[src/rtl/wci_ocp_timeout_guard.sv]
// ---------------------------------------------------------------------------
// wci_ocp_timeout_guard : single-outstanding WCI/OCP request guard that turns a
// silent target into ERR responses. Optional macro: WCI_GUARD_COUNT_EN.
// Revision: 1.0
// ---------------------------------------------------------------------------
`default_nettype none

module wci_ocp_timeout_guard #(
  parameter int unsigned TIMEOUT_CYCLES = 1024,
  parameter logic [31:0] ERR_DATA       = 32'hC0DE_DEAD
) (
  input  logic        clk,
  input  logic        rst,
  input  logic [2:0]  wciS0_MCmd,
  input  logic        wciS0_MAddrSpace,
  input  logic [3:0]  wciS0_MByteEn,
  input  logic [19:0] wciS0_MAddr,
  input  logic [31:0] wciS0_MData,
  input  logic [1:0]  wciS0_MFlag,
  output logic [1:0]  wciS0_SResp,
  output logic [31:0] wciS0_SData,
  output logic        wciS0_SThreadBusy,
  output logic [1:0]  wciS0_SFlag,
  output logic [2:0]  wciM0_MCmd,
  output logic        wciM0_MAddrSpace,
  output logic [3:0]  wciM0_MByteEn,
  output logic [19:0] wciM0_MAddr,
  output logic [31:0] wciM0_MData,
  output logic [1:0]  wciM0_MFlag,
  input  logic [1:0]  wciM0_SResp,
  input  logic [31:0] wciM0_SData,
  input  logic        wciM0_SThreadBusy,
  input  logic [1:0]  wciM0_SFlag,
  output logic        timeout_sticky,
  output logic        target_dead,
  output logic [15:0] timeout_count
);

  localparam logic [15:0] C_LAST = 16'(TIMEOUT_CYCLES - 1);

  typedef enum logic [2:0] {
    S_IDLE   = 3'd0,
    S_WAIT   = 3'd1,
    S_ERRRSP = 3'd2,
    S_DRAIN  = 3'd3,
    S_DEAD   = 3'd4
  } state_t;

  state_t      state_q, state_d;
  logic [15:0] cnt_q, cnt_d;
  logic        sticky_q, sticky_d;
  logic        dead_q, dead_d;
  logic        dead_rsp_q, dead_rsp_d;

  // Address/data/flags are passed through unconditionally; only MCmd qualifies them.
  assign wciM0_MAddrSpace = wciS0_MAddrSpace;
  assign wciM0_MByteEn    = wciS0_MByteEn;
  assign wciM0_MAddr      = wciS0_MAddr;
  assign wciM0_MData      = wciS0_MData;
  assign wciM0_MFlag      = wciS0_MFlag;
  assign wciS0_SFlag      = wciM0_SFlag;
  assign timeout_sticky   = sticky_q;
  assign target_dead      = dead_q;

  always_ff @(posedge clk or posedge rst) begin
    if (rst) begin
      state_q    <= S_IDLE;
      cnt_q      <= 16'h0000;
      sticky_q   <= 1'b0;
      dead_q     <= 1'b0;
      dead_rsp_q <= 1'b0;
    end else begin
      state_q    <= state_d;
      cnt_q      <= cnt_d;
      sticky_q   <= sticky_d;
      dead_q     <= dead_d;
      dead_rsp_q <= dead_rsp_d;
    end
  end

  always_comb begin
    state_d           = state_q;
    cnt_d             = cnt_q;
    sticky_d          = sticky_q;
    dead_d            = dead_q;
    dead_rsp_d        = 1'b0;
    wciM0_MCmd        = 3'd0;
    wciS0_SThreadBusy = 1'b1;
    wciS0_SResp       = 2'd0;
    wciS0_SData       = 32'h0000_0000;
    unique case (state_q)
      S_IDLE: begin
        wciM0_MCmd        = wciS0_MCmd;
        wciS0_SThreadBusy = wciM0_SThreadBusy;
        if (wciS0_MCmd != 3'd0 && !wciM0_SThreadBusy) begin
          state_d = S_WAIT;
          cnt_d   = 16'h0000;
        end
      end
      S_WAIT: begin
        wciS0_SResp = wciM0_SResp;
        wciS0_SData = wciM0_SData;
        // A response in the final wait cycle still beats the timeout.
        if (wciM0_SResp != 2'd0) begin
          state_d = S_IDLE;
        end else if (cnt_q == C_LAST) begin
          state_d = S_ERRRSP;
        end else begin
          cnt_d = cnt_q + 16'd1;
        end
      end
      S_ERRRSP: begin
        wciS0_SResp = 2'd3;
        wciS0_SData = ERR_DATA;
        sticky_d    = 1'b1;
        cnt_d       = 16'h0000;
        state_d     = S_DRAIN;
      end
      S_DRAIN: begin
        if (wciM0_SResp != 2'd0) begin
          state_d = S_IDLE;
        end else if (cnt_q == C_LAST) begin
          state_d = S_DEAD;
          dead_d  = 1'b1;
        end else begin
          cnt_d = cnt_q + 16'd1;
        end
      end
      S_DEAD: begin
        wciS0_SThreadBusy = 1'b0;
        dead_rsp_d        = (wciS0_MCmd != 3'd0);
        if (dead_rsp_q) begin
          wciS0_SResp = 2'd3;
          wciS0_SData = ERR_DATA;
        end
      end
      default: state_d = S_IDLE;
    endcase
  end

`ifdef WCI_GUARD_COUNT_EN
  logic [15:0] tcount_q;

  always_ff @(posedge clk or posedge rst) begin
    if (rst) begin
      tcount_q <= 16'h0000;
    end else if (state_q == S_ERRRSP && tcount_q != 16'hFFFF) begin
      tcount_q <= tcount_q + 16'd1;
    end
  end

  assign timeout_count = tcount_q;
`else
  assign timeout_count = 16'h0000;
`endif

endmodule

`default_nettype wire

[config.mk]
export PLATFORM = sky130hd
export DESIGN_NAME = wci_ocp_timeout_guard
export DESIGN_NICKNAME = d
export VERILOG_FILES = /design/src/rtl/wci_ocp_timeout_guard.sv
export SDC_FILE = /design/constraint.sdc
export NUM_CORES = 1
export LEC_CHECK = 0
export CAP_MARGIN = 10
export CORE_MARGIN = 3
export CORE_UTILIZATION = 27
export DETAILED_ROUTE_END_ITERATION = 12
export PLACE_DENSITY_LB_ADDON = 0.3
export SYNTH_ARGS = -nofsm -noshare
export SYNTH_HDL_FRONTEND = slang
export SYNTH_SLANG_ARGS = --single-unit
[constraint.sdc]
create_clock -name clk -period 2.2 [get_ports clk]
set_input_delay 0.66 -clock clk [delete_from_list [all_inputs] [get_ports clk]]
set_output_delay 0.66 -clock clk [all_outputs]
set_load 0.01 [all_outputs]
## Word level (Yosys, flattened, before mapping)

Cells that the tools add are included.

| operators by class | value |
|---|---|
| add/subtract/negate cells | 1 |
| equality and inequality tests | 10 |
| mux-type cells | 17 |
| bitwise gates (word level) | 2 |
| reduce and logical (&&, ||, !) cells | 10 |

Operators with widths:

| kind | number |
|---|---|
| $pmux 32 s3 | 1 |
| $mux 16 | 3 |
| $pmux 16 s3 | 1 |
| $mux 32 | 1 |
| $mux 3 | 6 |
| $add 16x1->16 const B | 1 |
| $eq 16x10->1 const B | 1 |
| $pmux 3 s5 | 1 |
| $reduce_and 4->1 | 2 |
| $eq 3x2->1 const B | 2 |
| $ne 2x2->1 const B | 3 |
| $ne 3x3->1 const B | 2 |
| $pmux 2 s3 | 1 |
| $reduce_bool 3->1 | 2 |
| $eq 3x1->1 const B | 1 |
| $eq 3x3->1 const B | 1 |
| $logic_not 3->1 | 1 |
| $reduce_and 3->1 | 1 |
| $mux 2 | 1 |
| $not 1->1 | 2 |
| $pmux 1 s2 | 1 |
| $reduce_bool 2->1 | 1 |
| $reduce_or 2->1 | 1 |
| $logic_and 1x1->1 | 1 |
| 2 further kinds | 2 |

| storage, ports and cells | value |
|---|---|
| flip-flop bits (word level) | 22 |
| bits of input ports | 101 |
| output and inout bits | 117 |
| word-level logic and storage cells | 45 |

## Logic depth before layout (Yosys ltp)

Gate-level depths: netlist of the first run.

| depth | value |
|---|---|
| depth in word-level cells | 4 |
| gate-level depth with buffers | 6 |
| depth with buffers taken out | 6 |

## Worst setup path after synthesis of the first run

No wires, ideal clock.

| path | value |
|---|---|
| kind | flip-flop to output port |
| start | reg state_q[1] |
| end | out wciS0_SData[0] |
| arrival time | 1.492 ns |
| path slack | 0.048 ns |
| stages on the path, launching flop included | 5 |
| buffers on the path | 2 |
| path through | dfrtp_1 -> clkbuf_1 -> nor3b_1 -> clkbuf_1 -> a21o_1 |

| on the way | value |
|---|---|
| longest elaborated chain between the ends | 2 |
| elaborated cells between the ends (all ways) | 4 |

Ends and longest elaborated chain:

| item | RTL line | RTL |
|---|---|---|
| start: declaration | 49 | `state_t state_q, state_d;` |
| start signal: assignment | 73 | `state_q <= state_d;` |
| $eq 3x3->1, or another cell as far along | 91 | `unique case (state_q)` |
| $pmux 32 s3 * | 91 |  |
| end: declaration | 21 | `output logic [31:0] wciS0_SData,` |

Every way passes the cells marked *; elsewhere a longest branch is shown, timed or not.

## Final worst setup path of the first run

| path | value |
|---|---|
| start | reg state_q[2] |
| end | out wciS0_SData[0] |

Same word-level chain as after synthesis.

==> results.py, run 1 <==
metrics = {
    "synthesis": {
        "yosysMostFrequentCell": "buf_4",
        "ys_ff_latch": 22,
        "avgSynthCellArea_um2": 8.27,
        "synth_cells": 264,
        "syn-cell-area_um2": 2180,
        "synth_top_flop_cell": "dfrtp_1",
        "yosys_warnings": 0,
        "yosysSeqAreaShare_pct": 25.2,
        "ys_types": 44,
        "netlist.top_cell.by_area": "buf_4",
        "synth_edf_count": 0,
        "synth_top_area_share_pct": 26.5,
        "synthArstFlopShare_pct": 100,
        "synth.area.top_cells": "buf_4, dfrtp_1, a21o_1",
        "synth_common_cells": "buf_4, dfrtp_1, a21o_1, and2_1, nor2_1",
    },
    "timing": {
        "period_needed_ns": 2.28,
        "hold_viol": 0,
        "setup_viol": 20,
        "max_freq_ghz": 0.438,
        "period_share_pct": 104,
        "finalMaxSlewViolations": 0,
        "layout_setup_ws_ns": -0.0821,
        "final.setup.tns_ns": -1.15,
        "clock_skew_ns": 0.00175,
        "rsz0062_at_grt": "yes",
    },
    "die": {
        "start_util_pct": 28.0,
        "fp.dieH_um": 96.0,
        "num_io_pins": 218,
        "die_area_um2": 9210,
        "core_um2": 7810,
        "die_x_um": 96.0,
        "floorplan.rows": 32,
    },
    "layout": {
        "final_cells": 418,
        "fill_cells": 788,
        "antennaDiodeCount": 0,
        "syn2layout_area_growth_pct": 36.5,
        "nets": 419,
        "drive_above_1_share_pct": 35.4,
    },
    "critical_path": {
        "path_class": "reg2out",
        "crit_start": "state_q[2]$_DFFE_PP0P_",
        "arrival_ns": 1.62,
        "rr_worst_depth": 10,
        "cp_max_fo": 6,
        "end_kind": "primary output",
        "start_kind": "flip-flop",
        "rrSetupSlack_ns": 0.10,
        "rr_endpoint": "cnt_q[15]$_DFFE_PP0P_",
        "required_ns": 1.54,
        "rr_startpoint": "state_q[2]$_DFFE_PP0P_",
    },
    "job": {
        "maxCapViolations": 0,
    },
    "clocking": {
        "clk_path_buf_depth": 2,
        "clkLatencyLatePin_ns": 0.27,
        "cts_buffers": 3,
        "path_clk_slew_ns": 0.09,
        "htreeDepth": 1,
        "ctsHoldBuffers": 0,
        "cts_sinks": 22,
        "root_buffer": "clkbuf_8",
        "cts_tree": "built",
    },
    "placed_design": {
        "dp.cells": 395,
        "place_congestion": 0.833,
        "place_ws_ns": -0.344,
        "hpwlAfterDp_um": 4290,
        "port_buffers": 79,
    },
    "route": {
        "vias_per_cell": 4.66,
        "wl_um": 6110,
        "num_vias": 1947,
        "drc": 0,
        "ant_nets": 0,
        "drtIter0Drc": 99,
        "dr.pass1.iters": 4,
        "post_drt_wl_per_cell_um": 14.6,
    },
    "status": {
        "status": "finished with violations",
        "violations": "negative setup slack",
    },
    "global_route": {
        "grt_overflow_total": 0,
        "grt_pass1_vias": 1773,
        "grt_max_degree": 23,
        "gr-usage-met3_pct": 3.36,
        "grt_pass1_wl_um": 9180,
        "grt.busiest_layer": "met2",
        "antenna_found_initial": 0,
        "groute.usage.overall_pct": 12.8,
        "met2_usage_pct": 20.6,
        "grt_use_met1_pct": 17.3,
    },
    "hold_path": {
        "holdPathStages": 1,
        "hp-start": "timeout_sticky$_DFFE_PP0P_",
        "min_to": "timeout_sticky$_DFFE_PP0P_",
        "hold_class": "reg2reg",
    },
    "power": {
        "powerDensity_nw_per_um2": 417,
        "switching_share_pct": 26.9,
        "clkPwrFrac_pct": 31.3,
        "combPwrFrac_pct": 35.1,
        "p_int_uw": 910,
        "pwr-share-seq_pct": 33.6,
        "p_leak_nw": 1.51,
        "p_sw_uw": 334,
        "vdd_drop_max_v": 0.000313,
    },
}
[logic make-up after synthesis]
kind of cell             Yosys count  share of synthesized area, %
adder cells (fa/ha/maj)            1                         0.573
flip-flops                        22                          25.2
buffers and inverters            100                          31.0
AND/OR/NAND/NOR                   84                          23.4
other                              1                         0.172
AO/OA/AOI/OAI                     53                          18.4
XOR/XNOR                           1                         0.401
multiplexers                       2                         0.916
[per-layer routing]
| metal | part of all wire (%) | vias up |
|---|---|---|
| met5 | 0 | - |
| met4 | 1.2 | 0 |
| met3 | 7.9 | 12 |
| met2 | 50 | 94 |
| met1 | 41 | 896 |
| li1 | - | 945 |
[cell type report]
type	instances	area [µm²]	share of cell area (%)
tap	102	128	4.28
multi-input combinational	157	1100	36.8
clock buffer	3	41.3	1.38
clock inverter	1	30.0	1.01
inverter	9	33.8	1.13
sequential	22	553	18.5
timing repair buffer	124	1100	36.9
[critical path, stage by stage, from the launching register on]
cell,delay [ns]
dfrtp_2,0.44
buf_6,0.12
nand3b_1,0.12
a21oi_4,0.23
buf_6,0.13
buf_6,0.11
a21o_1,0.09
buf_2,0.12
[worst max-delay path by stage]
stage	end	cells after the start
2_1_floorplan	wciS0_SData[0]	4
3_3_place_gp	wciS0_SThreadBusy	4
3_5_place_dp	wciS0_SThreadBusy	4
4_1_cts	wciS0_SData[7]	8
5_1_grt	wciS0_SData[0]	7
6_report	wciS0_SData[0]	7
[sequential cells by signal, indices dropped and copies added, names as in the netlist]
signal	flops
cnt_q	16
state_q	3
dead_rsp_q	1
target_dead	1
timeout_sticky	1
[power by group through the flow]
stage | Combinational [mW] | Sequential, mW | Clock [mW]
3_3_place_gp | 0.405 | 0.426 | 0
5_1_grt | 0.472 | 0.420 | 0.416
6_report | 0.436 | 0.418 | 0.389
3_5_place_dp | 0.404 | 0.426 | 0
4_1_cts | 0.432 | 0.418 | 0.402
2_1_floorplan | 0.289 | 0.425 | 0
[placed cells by master, fill, tap and decap left out, drive strengths merged, types with 3 or more instances in the layout]
master         Yosys  final
a21o              21     21
a21oi              4      4
a221o              4      4
a31oi              4      4
and2              17     17
and4               7      7
buf               82     82
clkbuf             9      4
clkdlybuf4s50      0     41
conb               1     16
dfrtp             22     22
inv                9      9
nand2              8      8
nand3              7      7
nand4              9      9
nor2              12     12
nor3               4      4
nor4               3      3
o211ai             4      4
o21ai              6      6
or4                4      4
[stage by stage]
stage	instance area (µm²)	utilization, %	hold WS [ns]	power (mW)
floorplan	2240	-	0.473	0.715
global placement	2730	35.0	0.465	0.831
detailed placement	2730	35.0	0.468	0.830
CTS	2950	37.8	0.492	1.25
global route	2980	38.2	0.522	1.31
finish	2980	38.2	0.485	1.24
[what timing repair did]
action	4_1_cts	5_1_grt
cloned	5	0
gates resized for setup	173	38
buffers inserted	16	4
setup endpoints to repair	38	40
pin swaps	13	6
(Power assumes the default switching activity.)
==> run 2, diff against run 1 <==
- CORE_UTILIZATION: 27 -> 30
- clock period: 2.2 -> 2.1 ns (I/O delays scaled with it)
==> run 2 against run 1 <==
  * The run still ends with negative setup slack left
  * Clock-buffer cell count unchanged
  * Critical path depth is the same
  * Cell area increased by 3.9%
  * Cell count increased by 1.4%
  * Combinational power grew 10%
  * Clock power increased by 3%
  * Critical path type unchanged
==> results.py, run 2 (synthesis gave the netlist of run 1 again) <==
metrics = {
    "route": {
        "drc": 0,
        "post_drt_wl_per_cell_um": 15.6,
        "dr.pass1.iters": 4,
        "vias_per_cell": 4.87,
        "num_vias": 2065,
        "wl_um": 6620,
        "drtIter0Drc": 130,
        "ant_nets": 0,
    },
    "power": {
        "power_mw": 1.32,
        "vdd_drop_max_v": 0.000211,
        "p_leak_nw": 1.58,
        "powerDensity_nw_per_um2": 425,
    },
    "layout": {
        "layout_common_cells": "clkdlybuf4s50_1, buf_4, buf_6, a21o_1, buf_2",
        "final_cells": 424,
        "antennaDiodeCount": 0,
        "largest-register": "cnt_q",
        "drive_above_1_share_pct": 38.7,
        "fill_cells": 666,
        "syn2layout_area_growth_pct": 41.8,
        "reg_top3": "cnt_q: 16 flops, state_q: 3 flops",
        "largest_reg_flops": 16,
        "nets": 431,
    },
    "hold_path": {
        "hold_class": "reg2reg",
        "hp-start": "timeout_sticky$_DFFE_PP0P_",
    },
    "timing": {
        "period_needed_ns": 2.25,
        "finalMaxSlewViolations": 0,
        "rsz0062_at_grt": "yes",
        "hold_ws_ns": 0.482,
        "setup_viol": 27,
        "max_freq_ghz": 0.444,
        "period_share_pct": 107,
        "clock_skew_ns": 0.00928,
        "hold_viol": 0,
        "layout_setup_ws_ns": -0.153,
    },
    "clocking": {
        "root_buffer": "clkbuf_8",
        "clk_path_buf_depth": 2,
        "cts_tree": "built",
        "clkLatencyLatePin_ns": 0.27,
        "cts_sinks": 22,
        "htreeDepth": 1,
        "ctsHoldBuffers": 0,
        "cts_buffers": 3,
        "path_clk_slew_ns": 0.09,
    },
    "global_route": {
        "grt_pass1_wl_um": 10300,
        "grt_max_degree": 23,
        "antenna_found_initial": 0,
        "grt_overflow_total": 0,
        "groute.usage.overall_pct": 15.2,
        "grt_pass1_vias": 1982,
    },
    "critical_path": {
        "path_class": "reg2out",
        "cp_max_fo": 4,
        "rr_startpoint": "state_q[2]$_DFFE_PP0P_",
        "arrival_ns": 1.62,
        "required_ns": 1.47,
        "crit_start": "state_q[1]$_DFFE_PP0P_",
        "end_kind": "primary output",
        "start_kind": "flip-flop",
    },
    "die": {
        "floorplan.rows": 30,
        "fp.dieH_um": 91.3,
        "die_x_um": 91.3,
        "core_um2": 6940,
        "die_area_um2": 8340,
        "start_util_pct": 31.5,
        "num_io_pins": 218,
    },
    "placed_design": {
        "dp.cells": 398,
        "place_congestion": 0.846,
        "port_buffers": 79,
        "place_ws_ns": -0.393,
        "hpwlAfterDp_um": 4800,
    },
    "status": {
        "violations": "negative setup slack",
        "status": "finished with violations",
    },
    "job": {
        "maxCapViolations": 0,
    },
}
==> run 2: metal layers <==
| metal | global-route usage, % | wire length [µm] | vias up |
|---|---|---|---|
| met5 | 0 | 0 | - |
| met2 | 24.3 | 3210 | 93 |
| met4 | 5.40 | 160 | 0 |
| met3 | 5.88 | 647 | 28 |
| li1 | - | - | 968 |
| met1 | 18.5 | 2600 | 976 |
==> run 2: final timing paths <==
kind                                              end  slack [ns]  cells after the start
max                                    wciS0_SData[3]       -0.15                      7
min                        timeout_sticky$_DFFE_PP0P_        0.48                      1
max reg2reg                      cnt_q[3]$_DFFE_PP0P_        0.13                      5
min reg2reg                timeout_sticky$_DFFE_PP0P_        0.48                      1
max in group asynchronous      state_q[0]$_DFFE_PP0P_        1.14                      3
min in group asynchronous       cnt_q[14]$_DFFE_PP0P_        0.71                      3
==> run 2: cell type report <==
class,instances,area (µm²),share of cell area [%]
clock inverters,1,30.0,0.969
inverters,9,33.8,1.09
clock buffers,3,41.3,1.33
flip-flops and latches,22,554,17.9
multi-input cells,157,1090,35.2
repair buffers,136,1230,39.6
well taps,96,120,3.88
==> run 2: worst max-delay path: stages, from the launching register on <==
cell,delay (ns)
dfrtp_2,0.45
nand3b_1,0.22
a21oi_4,0.21
buf_6,0.13
buf_6,0.09
buf_6,0.08
a21o_1,0.07
buf_2,0.12
==> run 2: power breakdown <==
group / internal [mW] / total (mW) / switching (mW)
clock: 0.255 / 0.401 / 0.146
sequential: 0.431 / 0.435 / 0.00410
combinational: 0.281 / 0.481 / 0.200
==> run 2: through the flow <==
stage / setup TNS, ns / utilization [%] / area [µm²]
after floorplan: 0 / - / 2250
after global placement: -13.82 / 40.1 / 2780
after detailed placement: -13.93 / 40.1 / 2780
after CTS: -2.40 / 43.7 / 3030
after global routing: -5.91 / 44.6 / 3100
final: -2.67 / 44.6 / 3100
==> run 2: repair_timing <==
action                                 in CTS  in global routing
gates cloned                                3                  0
buffers inserted                           16                  4
pin swaps                                   2                 11
endpoints found under the hold margin       0                  0
setup endpoints to repair                  45                 47
gates resized for setup                   191                 29
==> run 3, diff against run 2 <==
- ABC_CLOCK_PERIOD_IN_PS: unset -> 2100
==> results of run 3 <==
Same layout as run 2: the final DEF is identical, and so are final timing and power.
